`config.mk`:
```
export PLATFORM = sky130hd
export DESIGN_NAME = base64_decoder
export DESIGN_NICKNAME = d
export VERILOG_FILES = /design/src/rtl/base64_pkg.sv /design/src/rtl/base64_char_decode.sv /design/src/rtl/base64_decoder.sv
export SDC_FILE = /design/constraint.sdc
export NUM_CORES = 1
export LEC_CHECK = 0
export BUFFER_PORTS_ARGS = -buffer_cell sky130_fd_sc_hd__buf_2
export CORE_MARGIN = 2
export CORE_UTILIZATION = 25
export DETAILED_ROUTE_END_ITERATION = 7
export PLACE_DENSITY_LB_ADDON = 0.05
export SYNTH_ARGS = -nofsm -noshare
export SYNTH_HDL_FRONTEND = slang
export SYNTH_SLANG_ARGS = --single-unit
```
`constraint.sdc`:
```
create_clock -name Clk -period 5.45 [get_ports Clk]
set_input_delay 1.09 -clock Clk [delete_from_list [all_inputs] [get_ports Clk]]
set_output_delay 1.09 -clock Clk [all_outputs]
set_load 0.01 [all_outputs]
```
`src/rtl/base64_pkg.sv`:
```
// Shared types and constants for the Base64 decoder: FSM encoding, special
// characters and the per-character classification record.
package base64_pkg;

  typedef enum logic [1:0] {
    COLLECT = 2'd0,
    EMIT    = 2'd1,
    ERROR   = 2'd2
  } state_t;

  localparam logic [7:0] PAD_CHAR = 8'h3D;
  localparam logic [7:0] CR_CHAR  = 8'h0D;
  localparam logic [7:0] LF_CHAR  = 8'h0A;
  localparam int         SEXTET_W = 6;

  typedef struct packed {
    logic [SEXTET_W-1:0] sextet;
    logic                is_pad;
    logic                is_skip;
    logic                is_invalid;
  } char_class_t;

  // Byte idx of a decoded quad, most significant first.
  function automatic logic [7:0] quad_byte(input logic [23:0] acc, input logic [1:0] idx);
    case (idx)
      2'd0:    quad_byte = acc[23:16];
      2'd1:    quad_byte = acc[15:8];
      default: quad_byte = acc[7:0];
    endcase
  endfunction

endpackage

```
`src/rtl/base64_char_decode.sv`:
```
// Combinational classification of one ASCII character into a Base64 sextet,
// pad, line-break skip, or invalid.
module base64_char_decode
  import base64_pkg::*;
(
  input  logic [7:0]  ch,
  output char_class_t cls
);

  always_comb begin
    cls = '0;
    if (ch >= 8'h41 && ch <= 8'h5A) begin
      cls.sextet = SEXTET_W'(ch - 8'h41);
    end else if (ch >= 8'h61 && ch <= 8'h7A) begin
      // 'a' (0x61) lands on 26
      cls.sextet = SEXTET_W'(ch - 8'h47);
    end else if (ch >= 8'h30 && ch <= 8'h39) begin
      cls.sextet = SEXTET_W'(ch + 8'h04);
    end else if (ch == 8'h2B) begin
      cls.sextet = 6'd62;
    end else if (ch == 8'h2F) begin
      cls.sextet = 6'd63;
    end else if (ch == PAD_CHAR) begin
      cls.is_pad = 1'b1;
    end else if (ch == CR_CHAR || ch == LF_CHAR) begin
      cls.is_skip = 1'b1;
    end else begin
      cls.is_invalid = 1'b1;
    end
  end

endmodule

```
`src/rtl/base64_decoder.sv`:
```
// Streaming Base64 decoder: gathers four characters into a 24-bit quad, then
// emits 1-3 bytes with valid/ready handshaking on both sides.
//
// state   | meaning
// COLLECT | accepting characters, shifting sextets into the accumulator
// EMIT    | presenting decoded bytes of the completed quad, input stalled
// ERROR   | sticky decode error, input accepted and discarded until reset
module base64_decoder
  import base64_pkg::*;
#(
  parameter int STRICT_LAST = 1
) (
  input  logic       Clk,
  input  logic       Resetn,
  input  logic       in_valid,
  output logic       in_ready,
  input  logic [7:0] in_char,
  input  logic       in_last,
  output logic       out_valid,
  input  logic       out_ready,
  output logic [7:0] out_byte,
  output logic       out_last,
  output logic       err,
  output logic [1:0] sextet_cnt
);

  state_t      state_q, state_d;
  logic [23:0] acc_q, acc_d;
  logic [1:0]  cnt_q, cnt_d;
  logic [1:0]  pad_cnt_q, pad_cnt_d;
  logic        after_pad_q, after_pad_d;
  logic [1:0]  nbytes_q, nbytes_d;
  logic [1:0]  idx_q, idx_d;
  logic        last_q, last_d;
  logic        live_q;
  logic [1:0]  pad_total;
  logic        bad_char;
  char_class_t cls;

  base64_char_decode u_char_decode (
    .ch  (in_char),
    .cls (cls)
  );

  assign pad_total = pad_cnt_q + {1'b0, cls.is_pad};

  always_ff @(posedge Clk or negedge Resetn) begin
    if (!Resetn) begin
      state_q     <= COLLECT;
      acc_q       <= '0;
      cnt_q       <= '0;
      pad_cnt_q   <= '0;
      after_pad_q <= 1'b0;
      nbytes_q    <= '0;
      idx_q       <= '0;
      last_q      <= 1'b0;
      live_q      <= 1'b0;
    end else begin
      state_q     <= state_d;
      acc_q       <= acc_d;
      cnt_q       <= cnt_d;
      pad_cnt_q   <= pad_cnt_d;
      after_pad_q <= after_pad_d;
      nbytes_q    <= nbytes_d;
      idx_q       <= idx_d;
      last_q      <= last_d;
      live_q      <= 1'b1;
    end
  end

  always_comb begin
    state_d     = state_q;
    acc_d       = acc_q;
    cnt_d       = cnt_q;
    pad_cnt_d   = pad_cnt_q;
    after_pad_d = after_pad_q;
    nbytes_d    = nbytes_q;
    idx_d       = idx_q;
    last_d      = last_q;
    in_ready    = 1'b0;
    out_valid   = 1'b0;
    err         = 1'b0;
    bad_char    = 1'b0;

    case (state_q)
      COLLECT: begin
        in_ready = live_q;
        // Line breaks are swallowed without touching any decode state.
        if (in_valid && live_q && !cls.is_skip) begin
          bad_char = cls.is_invalid
                  || after_pad_q
                  || (cls.is_pad && cnt_q < 2'd2)
                  || (!cls.is_pad && pad_cnt_q != 2'd0)
                  || (STRICT_LAST != 0 && in_last && cnt_q != 2'd3);
          if (bad_char) begin
            state_d = ERROR;
          end else begin
            acc_d = {acc_q[17:0], (cls.is_pad ? 6'd0 : cls.sextet)};
            cnt_d = cnt_q + 2'd1;
            if (cls.is_pad) pad_cnt_d = pad_total;
            if (cnt_q == 2'd3) begin
              state_d     = EMIT;
              idx_d       = 2'd0;
              last_d      = in_last;
              nbytes_d    = 2'd3 - pad_total;
              after_pad_d = (pad_total != 2'd0);
              pad_cnt_d   = 2'd0;
            end
          end
        end
      end

      EMIT: begin
        out_valid = 1'b1;
        if (out_ready) begin
          if (idx_q == nbytes_q - 2'd1) begin
            state_d = COLLECT;
            idx_d   = 2'd0;
          end else begin
            idx_d = idx_q + 2'd1;
          end
        end
      end

      ERROR: begin
        err      = 1'b1;
        in_ready = live_q;
      end

      default: state_d = COLLECT;
    endcase
  end

  always_comb begin
    out_byte = 8'h00;
    out_last = 1'b0;
    if (state_q == EMIT) begin
      out_byte = quad_byte(acc_q, idx_q);
      out_last = last_q && (idx_q == nbytes_q - 2'd1);
    end
  end

  assign sextet_cnt = cnt_q;

endmodule

```
==> impl_results.md <==
- # setup viols final: 0
- Crit Path Class: in2reg
- TritonCTS Sinks: 37
- Syn. warnings: 0
- Largest fanout on the critical path: 36
- VDD IR max: 0.00007753 V
- Cts bufs inserted: 5
- Drt via density: approximately 4.7
- Reg2reg start: sextet_cnt[0]
- TNS Setup: 0 ns
- Cells on worst reg2reg path: 6
- Post-DP HPWL: between 4 and 5 mm
- Commonest register cell after synthesis: dfrtp_1
- GRT Resource Usage Total: 0.1258
- Post-synth EDFFs: 0
- Dpl cells: around 400
- Initial antenna violation count: 0
- Hold/Removal Path Class: reg2reg
- Final GP Congestion: slightly below 0.8
- Status: completed
- Vias in the first global route: 2014
- Synth Instances: 246
- Period minus WS final: 3.571 ns
- CP endpoint kind: flip-flop
- Worst rel slew slack: 0.4285
- GRT overflow: 0
- Critical path data required time: 5.63 ns
- Syn Std Cell Area: approximately 0.0025 sq mm
- Worst reg2reg setup slack: 3.24 ns
- Critical Path End: acc_q[13]
- Unrepaired setup endpoints after global routing: false
- Port Buf Inserts: 26
- Post-synth top area cell: dfrtp_1
- First-pass GRT wire length: 10.37 mm
- # DRC: 0
- Netlist cell types: 56
- Die area: ~0.011 sq mm
- Syn Nets: 272
- Clock slew at reported path FFs: 0.07 ns
- WL/cell: 14.80 microns
- Die width: 103.1 microns
- Sequential share of the synthesized area: 0.3768
- CTS tree: built
- Routed Antenna Nets: 0
- Ranking of synthesized cells by area: dfrtp_1 38%, mux2_4 9.8%, ha_1 6.6%
- Final period util: 0.6552
- Synth async-reset ratio: 1.000
- First-pass DRT Iterations: 4
- DR iter-0 viols: 85
- Type of origin of the critical path: primary input
- Final hold viol count: 0
- Worst Path Arrival: around 3.8 ns
- Pin count of the biggest net entering global routing: 38
- Synth Area per Inst: roughly 10 sq um
- Worst flop-to-flop path endpoint: acc_q[13]
- Vias: 1909
- Slew Viols, Final: 0
- Least-Margin Pin Slew: roughly 0.86 ns
- Synth Register Bits: 37
- Htree depth: 2
- Max_cap viols: 0
- Fmax: 280.1 MHz
- Max Buffers Root-to-Sink: 2
- Core Region: between 0.009 and 0.01 sq mm
- Hold Buf Count CTS: 0
- Root Buffer: clkbuf_8
- Fin nets: 298
- Power Dens Cells: around 180 mW/mm^2
- HP Start: after_pad_q
- Leak Pwr: 1.281 nW
- Non-filler cells, final: between 400 and 500
- CTS-repair resized insts: 0
- Layout cells sized above 1: 0.2161
- Area growth, synth to finish: 13.39%
- Share of the synthesized area in the top cell type: 0.3768
- Post-CTS setup buffers: 0
- Clock Latency Late Sink: about 0.29 ns
- Layout Skew: ~0.0059 ns
- Initial core utilization: 0.2549
- IO Pins: 27
- CP startpoint: in_char[2]
- Die height: roughly 100 microns
- Post-Route WL: ~6 mm
- N_diodes: 0
- Worst Hold Depth: 2
- Power Total: 515.3 uW
- Row Count: 36
==> registers in the layout, summed over array words and instances (netlist names) <==
name	flops
acc_q	24
after_pad_q	1
idx_q	2
last_q	1
live_q	1
nbytes_q	2
pad_cnt_q	2
sextet_cnt	2
state_q	2
==> synthesized netlist by cell type, types with 2 or more instances <==
cell      instances
dfrtp_1          37
nand2_1          29
a21oi_1          16
mux2_4           16
nor2_1           15
o21ai_0          15
ha_1             13
inv_1            11
a22oi_1           8
nor4_1            8
nand2b_1          6
nor2b_1           5
a22o_1            3
and2_1            3
mux2_2            3
nor3_1            3
o31ai_1           3
or3_1             3
xnor2_1           3
a21o_1            2
a32o_1            2
buf_2             2
buf_4             2
clkbuf_1          2
o211ai_1          2
o311ai_4          2
o31a_1            2
xor2_1            2
==> through the flow <==
stage	setup slack [ns]	hold WS, ns	cell area (sq um)	utilization
final	1.879	0.4802	2786	0.2891
after global routing	1.670	0.5299	2786	0.2891
after CTS	1.899	0.4838	2786	0.2891
after detailed placement	1.612	0.4664	2706	0.2808
after global placement	1.575	0.4603	2706	0.2808
after floorplan	2.223	0.4395	2457	-
==> cell type report <==
class | count | area, sq um
Clock buffer | 8 | 80.08
Fill cell | 1073 | 6853
Inverter | 11 | 41.29
Multi-Input combinational cell | 189 | 1428
Sequential cell | 37 | 925.9
Tap cell | 133 | 166.4
Timing Repair Buffer | 28 | 145.1
==> layer usage <==
metal  share of wire  vias to the layer above  wire length [microns]  GRT usage
li1                -                      944                      -          -
met1            0.47                      911                   2849     0.1729
met2            0.47                       46                   2807     0.1988
met3           0.042                        8                    251    0.02305
met4           0.016                        0                     99    0.04251
met5               0                        -                      0          0
==> report_power, final <==
group          switching (mW)  leakage (nW)  total, mW  internal, mW
logic                  0.0362         0.737     0.0535        0.0172
clock network          0.0959        0.0395      0.187        0.0910
registers            0.000136         0.504      0.275         0.275
total                   0.132          1.28      0.515         0.383
==> worst min path at each step <==
stage                              to  slack (ns)
after floorplan           after_pad_q        0.44
after global placement         last_q        0.46
after detailed placement       last_q        0.47
after CTS                      last_q        0.48
after global routing      after_pad_q        0.53
final                     after_pad_q        0.48
==> critical path, cell delays in order <==
cell and delay [ns]:
buf_2 0.14, inv_1 0.24, ha_1 0.48, a21oi_2 0.14, nor4_1 0.36, nor4_2 0.15, o311ai_4 0.28, buf_4 0.46
mux2_2 0.39
==> cells in the final DEF, fill, tap and decap left out, types with 3 or more instances in the layout <==
cell type / instances
a21oi_1: 16
inv_1: 11
mux2_2: 3
clkbuf_8: 5
dfrtp_1: 37
a22o_1: 3
and2_1: 3
nor3_1: 3
o31ai_1: 3
buf_2: 26
o21ai_0: 15
ha_1: 13
nor4_1: 8
nor2_1: 15
xnor2_1: 3
mux2_4: 16
nand2b_1: 6
or3_1: 3
nor2b_1: 5
a22oi_1: 8
clkbuf_1: 3
nand2_1: 29
==> cells by family after synthesis <==
kind of cell / after synthesis / synth area share
adders and majority gates: 13 / 0.06619
and+or+nand+nor: 81 / 0.1726
buffers and inverters: 20 / 0.04226
DFF: 37 / 0.3768
AOI/OAI and AO/OA: 69 / 0.2057
muxes: 20 / 0.1171
other: 1 / 0.001526
xor gates and xnor gates: 5 / 0.01782
(Power assumes the default switching activity.)
